--- config.mk ---
export PLATFORM = sky130hd
export DESIGN_NAME = axi_read_error_resp
export DESIGN_NICKNAME = d
export VERILOG_FILES = /design/src/rtl/axi_read_error_resp.sv
export SDC_FILE = /design/constraint.sdc
export NUM_CORES = 1
export LEC_CHECK = 0
export BUFFER_PORTS_ARGS = -buffer_cell sky130_fd_sc_hd__buf_2
export CAP_MARGIN = 10
export CORE_MARGIN = 1.5
export CORE_UTILIZATION = 40
export DETAILED_ROUTE_END_ITERATION = 12
export PLACE_DENSITY_LB_ADDON = 0.05
export SLEW_MARGIN = 25
export SYNTH_ARGS = -nofsm -noshare
export SYNTH_HDL_FRONTEND = slang
export SYNTH_SLANG_ARGS = --single-unit
--- constraint.sdc ---
create_clock -name clk -period 5 [get_ports clk]
set_clock_uncertainty 0.05 [all_clocks]
set_input_delay 1 -clock clk [delete_from_list [all_inputs] [get_ports clk]]
set_output_delay 1 -clock clk [all_outputs]
set_load 0.05 [all_outputs]
--- src/rtl/axi_read_error_resp.sv ---
// axi_read_error_resp
// Answers a read that the AR decoder rejected. The block captures the ID, length
// and user bits of that read. It waits until every legitimate read of the same
// initiator has drained. It then returns arlen+1 DECERR beats with zero data and
// pulses error_gnt_o once so the decoder can accept the next request.
module axi_read_error_resp #(
    parameter int AXI_ID_WIDTH   = 4,
    parameter int AXI_DATA_WIDTH = 64,
    parameter int AXI_USER_WIDTH = 6
) (
    input  logic                      clk,
    input  logic                      rst_n,

    // capture side, driven by the AR address decoder
    input  logic                      sample_ardata_info_i,
    input  logic [AXI_ID_WIDTH-1:0]   arid_i,
    input  logic [7:0]                arlen_i,
    input  logic [AXI_USER_WIDTH-1:0] aruser_i,
    input  logic                      outstanding_trans_i,

    // R channel
    output logic                      rvalid_o,
    input  logic                      rready_i,
    output logic [AXI_ID_WIDTH-1:0]   rid_o,
    output logic [AXI_DATA_WIDTH-1:0] rdata_o,
    output logic [1:0]                rresp_o,
    output logic                      rlast_o,
    output logic [AXI_USER_WIDTH-1:0] ruser_o,

    // status back to the decoder
    output logic                      error_gnt_o,
    output logic                      busy_o
);

    localparam logic [1:0] RESP_DECERR = 2'b11;

    typedef enum logic [1:0] {
        IDLE       = 2'd0,
        WAIT_DRAIN = 2'd1,
        SEND       = 2'd2,
        DONE       = 2'd3
    } state_t;

    state_t                    state;
    state_t                    state_nxt;

    logic [AXI_ID_WIDTH-1:0]   cap_id;
    logic [7:0]                cap_len;
    logic [AXI_USER_WIDTH-1:0] cap_user;
    logic [7:0]                beat_cnt;

    logic                      capture;
    logic                      beat_hs;
    logic                      last_beat;

    // A capture can only start from IDLE. Samples seen in any other state are dropped.
    assign capture   = (state == IDLE) && sample_ardata_info_i;
    assign beat_hs   = (state == SEND) && rready_i;
    assign last_beat = (beat_cnt == cap_len);

    // State register
    always_ff @(posedge clk or negedge rst_n) begin
        if (!rst_n) begin
            state <= IDLE;
        end else begin
            state <= state_nxt;
        end
    end

    // Next-state logic. rready_i only steers the state register, never rvalid_o directly.
    always_comb begin
        state_nxt = state;
        case (state)
            IDLE: begin
                if (sample_ardata_info_i) begin
                    state_nxt = WAIT_DRAIN;
                end
            end
            WAIT_DRAIN: begin
                if (!outstanding_trans_i) begin
                    state_nxt = SEND;
                end
            end
            SEND: begin
                if (rready_i && last_beat) begin
                    state_nxt = DONE;
                end
            end
            DONE: begin
                state_nxt = IDLE;
            end
            default: begin
                state_nxt = IDLE;
            end
        endcase
    end

    // Hold the fields of the rejected read for the whole error burst
    always_ff @(posedge clk or negedge rst_n) begin
        if (!rst_n) begin
            cap_id   <= '0;
            cap_len  <= '0;
            cap_user <= '0;
        end else if (capture) begin
            cap_id   <= arid_i;
            cap_len  <= arlen_i;
            cap_user <= aruser_i;
        end
    end

    // Beat counter. It stops at cap_len, so arlen=255 yields 256 beats and never wraps.
    always_ff @(posedge clk or negedge rst_n) begin
        if (!rst_n) begin
            beat_cnt <= '0;
        end else if (capture) begin
            beat_cnt <= '0;
        end else if (beat_hs && !last_beat) begin
            beat_cnt <= beat_cnt + 8'd1;
        end
    end

    // Every output is decoded from registered state, so the payload holds steady while stalled
    assign rvalid_o    = (state == SEND);
    assign rid_o       = (state == SEND) ? cap_id   : '0;
    assign ruser_o     = (state == SEND) ? cap_user : '0;
    assign rresp_o     = (state == SEND) ? RESP_DECERR : 2'b00;
    assign rdata_o     = '0;
    assign rlast_o     = (state == SEND) && last_beat;
    assign error_gnt_o = (state == DONE);
    assign busy_o      = (state != IDLE);

endmodule

; Yosys cells after proc, flatten, opt, wreduce, memory -nomap -nowiden
; Index checks and enable logic that the tools add are counted.
[op_classes]
reduce_logical = 10
muxes = 9
eq_ne = 7
addsub = 1
[op_table]
columns = cell, n
row1 = 8-bit two-way mux, 2
row2 = 8-bit by 1-bit adder with 8-bit output (second input constant), 1
row3 = 8-bit == test, 1
row4 = 2-bit two-way mux, 4
row5 = 2-bit one-hot mux with 4 select lines, 1
row6 = 6-bit two-way mux, 1
row7 = 1-bit logical AND, 5
row8 = 2-bit == test (second input constant), 2
row9 = 4-bit two-way mux, 1
row10 = 2-bit != test (second input constant), 2
row11 = 2-bit nonzero test, 2
row12 = 3-bit AND reduction, 1
row13 = 2-bit by 1-bit == test with 1-bit output (second input constant), 1
row14 = 2-bit logical NOT, 1
row15 = 2-bit by 1-bit != test with 1-bit output (second input constant), 1
row16 = 1-bit logical NOT, 1
[totals]
inputBits = 23
out_inout_bits = 80
wordCells = 32
ff_bits = 28

; Depth between registers and ports, before layout
[depth]
ltp_word = 5
depth_mapped = 7
ltp_nobuf = 6

; Worst setup path after synthesis
; OpenSTA, ideal clock, no wires.
[synth_path]
path_type = register to output
startpoint = register state[0]
endpoint = output rid_o[3]
t_required_ns = 3.950
arrival_ns = 1.980
path_buffers = 2
slack_ns = 1.970
stages_incl_launch_ff = 6
cell_sequence = dfrtp_1 > inv_1 > ha_1 > clkbuf_1 > clkbuf_1 > and2_1
[synth_between]
elab_chain_cells = 2
[synth_lines]
columns = item, line
row1 = start: declaration, 44  ; state_t state;
row2 = start signal: assignment, 66  ; state <= state_nxt;
row3 = 2-bit == test, -
row4 = net rvalid_o, 22  ; output logic rvalid_o,
row5 = 4-bit two-way mux, 124  ; assign rid_o = (state == SEND) ? cap_id : '0;
row6 = end: declaration, 24  ; output logic [AXI_ID_WIDTH-1:0] rid_o,
; The timed path passes the listed nets, and every way through them passes these cells.

; Worst setup path in the final report
[layout_path]
startpoint = register state[0]
endpoint = output rlast_o
[layout_between]
elab_chain_cells = 2
[layout_lines]
columns = item, line
row1 = 2-bit == test, 128  ; assign rlast_o = (state == SEND) && last_beat;
row2 = 1-bit logical AND, 128
row3 = end: declaration, 27  ; output logic rlast_o,
; No other way between the ends.

==> metrics.yaml <==
cts_setup_buffers: 0
p_per_area_nw_per_um2: 595
start_kind: "flip-flop"
drt_wl_total_microns: 3140
yosys.area.top_type: "dfrtp_1"
grt_usage: 0.122
antenna_found_initial: 0
fp-row-count: 25
synth_fa_ha_area_frac: 0.0304
ctsResizeCount: 0
fin_crit_ps: 2940
critical_path_arrival_ps: 1890
synth_compound_area_frac: 0.0602
synth_area_leaders: "dfrtp_1 (34%), buf_4 (24%), mux2_2 (9.8%)"
worst_ir_drop_vdd_uv: 235
num_vias: 1246
crit_type: "reg -> out"
cts_buffer_depth: 2
drt_first_pass_iters: 6
core_sq_um: 4850
synthCells: 206
fin_hold_ws_ps: 452
ys_seq_area_frac: 0.340
drc: 0
grt-ovfl-total: 0
p_leak_nw: 1.09
synth_cell_types: 33
die_w_microns: 74.7
synth_top_family_by_area: "buffers and inverters"
clk_pin_slew_ps: 90
ctsRootBufferMaster: "clkbuf_8"
rsz0062_at_grt: "no"
initial_core_util: 0.425
htreeDepth: 1
fmax_ghz: 0.340
synth-xor-area-share: 0.0340
cts_hold_buffers: 0
grt_max_degree: 35
drive_gt1_frac: 0.299
synth_top_area_frac: 0.340
crit_family: "adder cells"
die_y_microns: 74.7
yosysWarnings: 0
critPathMaxFanout: 23
cp_slowest_cell: "ha_1"
syn2layout_area_growth_pct: 2.55
worst_pin_slew_ps: 647
io_pins: 103
period_share: 0.589
nets: 270
clk_latency_ps: 280
fin_tns_setup_ps: 0
wl_per_cell_microns: 10.2
relSlewSlack: 0.569
drv_cap: 0
critPathMaxStageDelay_ps: 580
syn_avg_cell_area_sq_um: 9.99
setup_viol: 0
synth_mux_area_frac: 0.137
dp_hpwl_microns: 2350
cts_tree: "done"
grt_pass1_vias: 1102
drtIter0Drc: 38
n_antenna_cell: 0
crit_chain: "inv_1 -> ha_1 -> and3_1 -> buf_2"
status: "finished, final reports clean"
fillers: 505
finalHoldViolCount: 0
die-area_sq_um: 5580
min_path_type: "reg -> reg"
cts.sink_count: 28
port_buffers: 38
viasPerCell: 4.05
grt_pass1_wl_microns: 5150
globalplace.congestion: 0.736
syn_area_sq_um: 2060
drtAntennaViolNets: 0
critPathBufInv: 2
numCtsBuffers: 3
yosys_register_bits: 28
synth-simple-area-share: 0.126
cp.required_ps: 3950
slew_violations: 0
endpoint_kind: "output port"
==> path summary, 6_finish.rpt <==
| kind | startpoint | end | slack, ps | cells past startpoint |
|---|---|---|---|---|
| hold / removal | cap_user[0] | cap_user[0] | 450 | 1 |
| hold reg to reg | cap_user[0] | cap_user[0] | 450 | 1 |
| min in group asynchronous | rst_n | beat_cnt[6] | 680 | 1 |
| setup reg to reg | state[0] | beat_cnt[6] | 2860 | 5 |
| setup / recovery | state[0] | rlast_o | 2060 | 4 |
| max in group asynchronous | rst_n | cap_id[2] | 3810 | 1 |
==> cell families after synthesis <==
group,Yosys count
compound gates,13
xor+xnor,8
fa+ha+maj,5
buf+inv,78
flops,28
mux,26
other cells,1
simple gates,47
==> cells in the mapped netlist <==
library cell,number
o32ai_1,1
o211ai_1,1
nand3_1,4
a21oi_2,3
a21o_1,1
dfrtp_1,28
xor2_1,8
mux2i_1,8
o21ai_0,1
inv_1,5
a2111oi_2,1
and4_1,1
ha_1,5
nand2_1,17
nand4_1,1
or3_1,1
conb_1,1
and2_1,10
mux2_2,18
buf_4,67
nor4_2,2
nand2b_1,6
nor2_1,1
and2_0,1
a211oi_2,3
and3_1,1
clkbuf_1,3
a31oi_1,1
nand3b_1,1
o311a_1,1
buf_2,2
nor2b_1,1
buf_6,1
==> flip-flops by register name, indices dropped and copies added, names as in the netlist <==
name      count
beat_cnt      8
cap_user      6
cap_len       8
cap_id        4
state         2
==> stage by stage <==
stage / setup WS (ps) / utilization / total power, mW / area (sq um) / cells
after floorplan: 1970 / - / 1.05 / 2290 / 269
after global placement: 2380 / 0.424 / 1.13 / 2060 / 304
after detailed placement: 2340 / 0.424 / 1.13 / 2060 / 304
after CTS: 2030 / 0.435 / 1.27 / 2110 / 308
after global routing: 1900 / 0.435 / 1.35 / 2110 / 308
final: 2060 / 0.435 / 1.26 / 2110 / 308
==> metal layers <==
layer / share of wire / GRT usage
met3: 0.068 / 0.0241
met5: 0 / 0
met2: 0.44 / 0.183
met4: 0.019 / 0.0586
met1: 0.47 / 0.170
==> area by class of cell <==
type	count	area, sq um	share of cell area
clock buffers	4	55.1	0.0261
well taps	67	83.8	0.0397
flip-flops and latches	28	701	0.332
multi-input cells	163	1040	0.493
repair buffers	41	213	0.101
inverters	5	18.8	0.00889
==> cells in the final DEF, fill, tap and decap left out, types with 2 or more instances in the layout <==
master and count:
a211oi_2 3, a21oi_2 3, and2_1 10, buf_2 38, buf_4 3, clkbuf_8 4, conb_1 64, dfrtp_1 28
ha_1 5, inv_1 5, mux2_2 18, mux2i_1 8, nand2_1 17, nand2b_1 6, nand3_1 4, nor4_2 2
xor2_1 8
==> power breakdown <==
part           switching [mW]  internal (mW)  leakage, nW
Sequential             0.0662          0.320        0.346
Clock                  0.0703         0.0706       0.0288
Combinational           0.504          0.225        0.716
No activity file was read; power rests on OpenSTA's default activity.
